<file path="config.mk">
export PLATFORM = sky130hd
export DESIGN_NAME = regfile_wb_port
export DESIGN_NICKNAME = d
export VERILOG_FILES = /design/src/rtl/regfile_wb_port.sv
export SDC_FILE = /design/constraint.sdc
export NUM_CORES = 2
export LEC_CHECK = 0
export BUFFER_PORTS_ARGS = -buffer_cell sky130_fd_sc_hd__buf_2
export CELL_PAD_IN_SITES_DETAIL_PLACEMENT = 0
export CELL_PAD_IN_SITES_GLOBAL_PLACEMENT = 2
export CORE_MARGIN = 2
export CORE_UTILIZATION = 47
export CTS_CLUSTER_DIAMETER = 200
export DETAILED_ROUTE_END_ITERATION = 12
export PLACE_DENSITY_LB_ADDON = 0.1
export SYNTH_ARGS = -nofsm -noshare
export SYNTH_HDL_FRONTEND = slang
export SYNTH_SLANG_ARGS = --single-unit
export TNS_END_PERCENT = 1
</file>
<file path="constraint.sdc">
create_clock -name clk -period 4.7 [get_ports clk]
set_input_delay 0.47 -clock clk [delete_from_list [all_inputs] [get_ports clk]]
set_output_delay 0.47 -clock clk [all_outputs]
set_load 0.01 [all_outputs]
</file>
<file path="src/rtl/regfile_wb_port.sv">
// rtl/regfile_wb_port.sv - integer register file with write-back bypass and commit counter
module regfile_wb_port #(
    parameter int XLEN  = 32,
    parameter int CNT_W = 32
) (
    input  logic             clk,
    input  logic             reset,
    input  logic             RegWriteW,
    input  logic [4:0]       RdW,
    input  logic [XLEN-1:0]  ResultW,
    input  logic [4:0]       A1D,
    input  logic [4:0]       A2D,
    output logic [XLEN-1:0]  RD1D,
    output logic [XLEN-1:0]  RD2D,
    output logic [CNT_W-1:0] WbCount,
    output logic             WbCommitW
);

    // x0 has no storage; entries 1..31 only
    logic [XLEN-1:0]  r_regs [1:31];
    logic [CNT_W-1:0] r_count;
    logic             w_commit;
    logic [XLEN-1:0]  w_rd1;
    logic [XLEN-1:0]  w_rd2;

    // Writes to x0 and writes during reset never commit
    assign w_commit = RegWriteW & (RdW != 5'd0) & ~reset;

    // Architectural state update; reset clears everything and drops a concurrent write
    always_ff @(posedge clk) begin
        if (reset) begin
            for (int i = 1; i < 32; i++) begin
                r_regs[i] <= '0;
            end
        end else if (w_commit) begin
            r_regs[RdW] <= ResultW;
        end
    end

    // Committed-write counter, saturating at all-ones
    always_ff @(posedge clk) begin
        if (reset) begin
            r_count <= '0;
        end else if (w_commit && (r_count != {CNT_W{1'b1}})) begin
            r_count <= r_count + 1'b1;
        end
    end

    // Read port 1: write-first bypass so D sees the value retiring in W this cycle
    always_comb begin
        w_rd1 = '0;
        if (!reset && (A1D != 5'd0)) begin
            if (w_commit && (RdW == A1D)) begin
                w_rd1 = ResultW;
            end else begin
                w_rd1 = r_regs[A1D];
            end
        end
    end

    // Read port 2: same rule as port 1
    always_comb begin
        w_rd2 = '0;
        if (!reset && (A2D != 5'd0)) begin
            if (w_commit && (RdW == A2D)) begin
                w_rd2 = ResultW;
            end else begin
                w_rd2 = r_regs[A2D];
            end
        end
    end

    assign RD1D      = w_rd1;
    assign RD2D      = w_rd2;
    assign WbCount   = r_count;
    assign WbCommitW = w_commit;

endmodule

</file>
# Word-level counts from Yosys, hierarchy flattened
# Memories as Yosys holds them, arrays and structs flattened.
# Index checks and enable logic that the tools add are counted.
dict set report word_totals {
  wordCells 31
  regBits 32
  input_bits 50
  ram_bits 992
  n_memories 1
  out_inout_bits 97
}
dict set report op_classes {
  add_sub_neg 1
  mux 12
  n_eq_ne 3
  n_reduce_logical 10
  bitwise_logic 3
}
# name depth width read_ports rd_ports_with_merged_regs write_ports line
set memory_table {}
lappend memory_table {r_regs 31 32 2 0 31 20} ;# logic [XLEN-1:0] r_regs [1:31];
# op n
set op_table {}
lappend op_table {{$mux 32} 5}
lappend op_table {{$add 32x1->32 const B} 1}
lappend op_table {{$ne 32x32->1 const B} 1}
lappend op_table {{$reduce_or 32->1} 1}
lappend op_table {{$reduce_bool 5->1} 3}
lappend op_table {{$eq 5x5->1} 2}
lappend op_table {{$mux 1} 6}
lappend op_table {{$logic_and 1x1->1} 5}
lappend op_table {{$mux 5} 1}
lappend op_table {{$and 1x1->1} 2}
lappend op_table {{$logic_not 1->1} 1}
lappend op_table {{$not 1->1} 1}

# Logic depth before layout (Yosys ltp)
dict set report logic_depth {
  word_depth 8
  depth_mapped 8
  depth_no_buf 6
}

# Least setup slack after synthesis
# OpenSTA, ideal clock, no wires.
dict set report synth_timing {
  path_kind {input to register}
  from {input port reset}
  to {memory r_regs[23][0] (enable)}
  t_arrival_ns 3.590
  stages 5
  path_slack_ns 0.645
  setup_ns 0.466
  n_path_buf 2
  t_required_ns 4.234
  path_cell_list {buf_2 > nor2b_2 > nand3_1 > clkbuf_1 > o21ai_0}
}
# element line
set synth_rtl {}
lappend synth_rtl {{start, declared} 7} ;# input logic reset,
lappend synth_rtl {{end, declared} 20}

# Worst setup path after layout
dict set report layout_timing {
  from {input port A2D[1]}
  to {output port RD2D[0]}
}
dict set report layout_via {
  elab_chain_cells 4
  elab_cells_between_ends 7
  classes_between {1 x eq/ne; 2 x mux; 3 x reduce/logical; 1 x memory}
}
# element line
set layout_lines {}
lappend layout_lines {{start, declared} 12} ;# input logic [4:0] A2D,
lappend layout_lines {{branches (longest 3 deep; another with $mem_v2 31x32)} -}
lappend layout_lines {{$mux 32 (*)} 64} ;# if (!reset && (A2D != 5'd0)) begin
lappend layout_lines {{end, declared} 14} ;# output logic [XLEN-1:0] RD2D,
# Mark *: on every way between the ends.

==> out/results.tsv <==
metric	value	unit
status	finished, final reports clean	
worst_skew_pair.late_latency	0.72	ns
yosys.area_share.adder	0.02242	%
power.share.combinational	11.6	%
syn-cell-area	55810	sq um
internal-power	0.01697	W
vias_in_the_first_global_route	37110	
cp_top_family	compound AO/OA/AOI/OAI gates	
synth-seq-cells	1056	
finish.net_count	3767	
critPathLaunchType	input port	
yosys.cell_types.count	59	
detailedRoute.firstIterationViolations	4433	
fin_worst_skew	0.01781	ns
final-setup-viol-count	0	
synth.mux.area_fraction	20.76	%
worst_slew_margin_relative_to_its_limit	11.08	%
place_hpwl	114800	microns
cp_data_required_time	4.23	ns
global_route_wire_length_before_repair	277200	microns
top_level_i_o_count	147	
grt_start_max_net_pins	122	
route.vias.total	36140	
areaGrowthSynthToFinish	12.01	%
critical_path_cell_sequence	buf_8 > xnor2_1 > nand3_1 > o311ai_4 > buf_4 > a211oi_1 > a211o_1 > buf_2	
max_slew.worst_pin.slew	1.332	ns
post_synth_xor_area_fraction	0.1726	%
critPathMaxFanout	41	
tns	0	ns
grt_remaining_overflow	0	
critPathSlowestCell	sky130_fd_sc_hd__o311ai_4	
max_cap_check_violation_count	0	
power_switching	0.005609	W
path_class	in2out	
pins_over_their_slew_limit	0	
core	117900	sq um
drt-pass1-iter-count	5	
finalWeightedCongestion	0.8414	
cts_root_buffer	sky130_fd_sc_hd__clkbuf_16	
yosysWarnings	0	
critical_path_buf_inv_count	3	
post-cts-setup-buffer-count	0	
drt-total-wl	197000	microns
initial_antenna_violation_count	10	
finalHoldWorstSlack	0.2432	ns
gates_resized_cts_repair	0	
synthesis.instances	3687	
post-route-min-period	3.958	ns
peakVddDrop	0.3680	mV
floorplan.die_area	121500	sq um
p_leak	21.34	nW
tritoncts	built	
numClockSinks	1056	
power.density_cell_area	361.2	nW/um^2
synth_simple_gate_area_share	12.72	%
detail_route.vias_per_cell	6.759	
clock_tree.buffer_depth	3	
fmax	252.6	MHz
final-hold-violation-count	0	
clk_pin_slew_worst_paths	0.06	ns
rsz0062_at_grt	no	
timing.critical_path.to_type	output pin	
route.detailed.drc	0	
post-route-period-util	84.22	%
switching_share	24.84	%
die_width	348.6	microns
worstHoldPathType	in2reg	
initial_core_util	47.32	%
syn-mean-instance-area	15.14	sq um
cts_max_level	3	
route.detailed.wl_per_inst	36.84	microns
detail-route-antenna-nets	0	
synth_top_family_by_area	multiplexers	
crit_arrival	3.49	ns
post_route_cells_drive_above_1_share	28.09	%
place.port_buffers	146	
cts_buffers	117	
groute.usage.overall	32.51	%
pwr-share-clk	39.3	%
critical-path-max-stage-delay	1.09	ns
p_seq_share	49.0	%
post_cts_hold_buffer_count	0	
num_rows	126	
die-height	348.6	microns
synth_compound_gate_area_share	7.000	%
sequential_to_total_area_share_from_yosys_stat	56.25	%
[power by group through the flow]
stage               clock [W]  combinational, W  sequential [W]
global placement            0           0.00259          0.0112
global route          0.00935           0.00272          0.0111
CTS                   0.00897           0.00261          0.0111
detailed placement          0           0.00260          0.0113
floorplan                   0           0.00162          0.0112
finish                0.00888           0.00262          0.0111
[stage by stage]
| step | cell area, sq um | util (%) | setup slack [ns] | std cells | total power [W] |
|---|---|---|---|---|---|
| final | 62510 | 53.01 | 0.7418 | 5346 | 0.02258 |
| after detailed placement | 58890 | 49.94 | 0.8218 | 5133 | 0.01386 |
| after floorplan | 55920 | - | 0.6446 | 3718 | 0.01280 |
| after CTS | 62500 | 53.00 | 0.7995 | 5342 | 0.02265 |
| after global placement | 58890 | 49.94 | 0.8320 | 5133 | 0.01379 |
| after global routing | 62500 | 53.00 | 0.6920 | 5342 | 0.02319 |
[area by class of cell]
cell class                 count  area (sq um)
clock inverter                60         498.0
timing repair buffer         285          2190
antenna                        4         10.01
sequential                  1056         31390
tap                         1536          1922
fill                        9553         55420
multi-input combinational   2248         23350
inverter                       8         31.28
clock buffer                 149          3112
[cell usage in the layout, fill, tap and decap left out, types with 32 or more instances in the layout]
cell and count:
sky130_fd_sc_hd__a211o_1 64, sky130_fd_sc_hd__a21oi_1 119, sky130_fd_sc_hd__a22oi_1 256, sky130_fd_sc_hd__and2_1 993
sky130_fd_sc_hd__buf_2 142, sky130_fd_sc_hd__buf_4 109, sky130_fd_sc_hd__clkbuf_16 120, sky130_fd_sc_hd__conb_1 32
sky130_fd_sc_hd__dfxtp_1 32, sky130_fd_sc_hd__edfxtp_1 1024, sky130_fd_sc_hd__mux4_2 512
[worst reg2reg max path, stage by stage, from the launching register on]
cell                      delay (ns)
sky130_fd_sc_hd__dfxtp_1        0.42
sky130_fd_sc_hd__ha_1           0.23
sky130_fd_sc_hd__inv_1          0.09
sky130_fd_sc_hd__or4_4          0.54
sky130_fd_sc_hd__nor4_4         0.47
sky130_fd_sc_hd__buf_4          0.36
sky130_fd_sc_hd__nor3b_1        0.09
sky130_fd_sc_hd__mux2_1         0.32
[state kept, by name, summed over array words and instances, names as in the netlist]
name,cells
WbCount,32
r_regs,1024
[per-layer routing]
metal	up-vias	track usage, %	routed length (microns)
met5	-	0	25
met4	4	14.38	9827
met3	487	6.758	18070
met2	2087	52.22	94290
met1	19080	42.95	74760
li1	14480	-	-
[cell usage after synthesis, drive strengths merged]
library cell,instances,area (sq um)
inv,7,26.27
nand3,15,75.07
clkbuf,316,1186
nor2,46,172.7
and3,2,12.51
edfxtp,1024,30750
or4,12,93.84
or4b,1,10.01
a211o,64,560.5
or2,1,6.260
nor3,5,35.03
mux4,512,11530
and2,995,6225
nand3b,5,37.54
o21ai,42,210.2
buf,90,493.0
nand2,15,58.81
dfxtp,32,640.6
a21boi,1,7.510
o41ai,2,17.52
nand4,12,81.33
xnor2,10,87.58
o31a,3,26.28
and4,5,43.79
o21a,3,22.52
o31ai,11,96.34
nor4,7,58.81
a211oi,32,390.4
clkinv,1,3.750
or3,13,86.33
o311ai,4,42.55
a21oi,119,595.6
nor4b,1,15.01
mux2,5,56.30
nor2b,9,58.81
conb,1,3.750
nor3b,2,15.01
xor2,1,8.760
nand2b,1,6.260
ha,1,12.51
a22oi,256,1922
or3b,1,8.760
o211ai,2,15.01
[path summary, 6_finish.rpt]
kind	from	end	slack, ns	cells past startpoint
max	A2D[1]	RD2D[0]	0.74	8
min	ResultW[24]	r_regs[0][24]	0.24	1
max reg2reg	WbCount[0]	WbCount[23]	2.08	7
min reg2reg	WbCount[18]	WbCount[18]	0.50	2
[logic make-up after synthesis]
kind of cell	count (synthesis)
buffers and inverters	414
XOR/XNOR	11
multiplexers	517
adder cells (fa/ha/maj)	1
other	1
AND/OR/NAND/NOR	1148
flip-flops	1056
AO/OA/AOI/OAI	539
(Power assumes the default switching activity.)
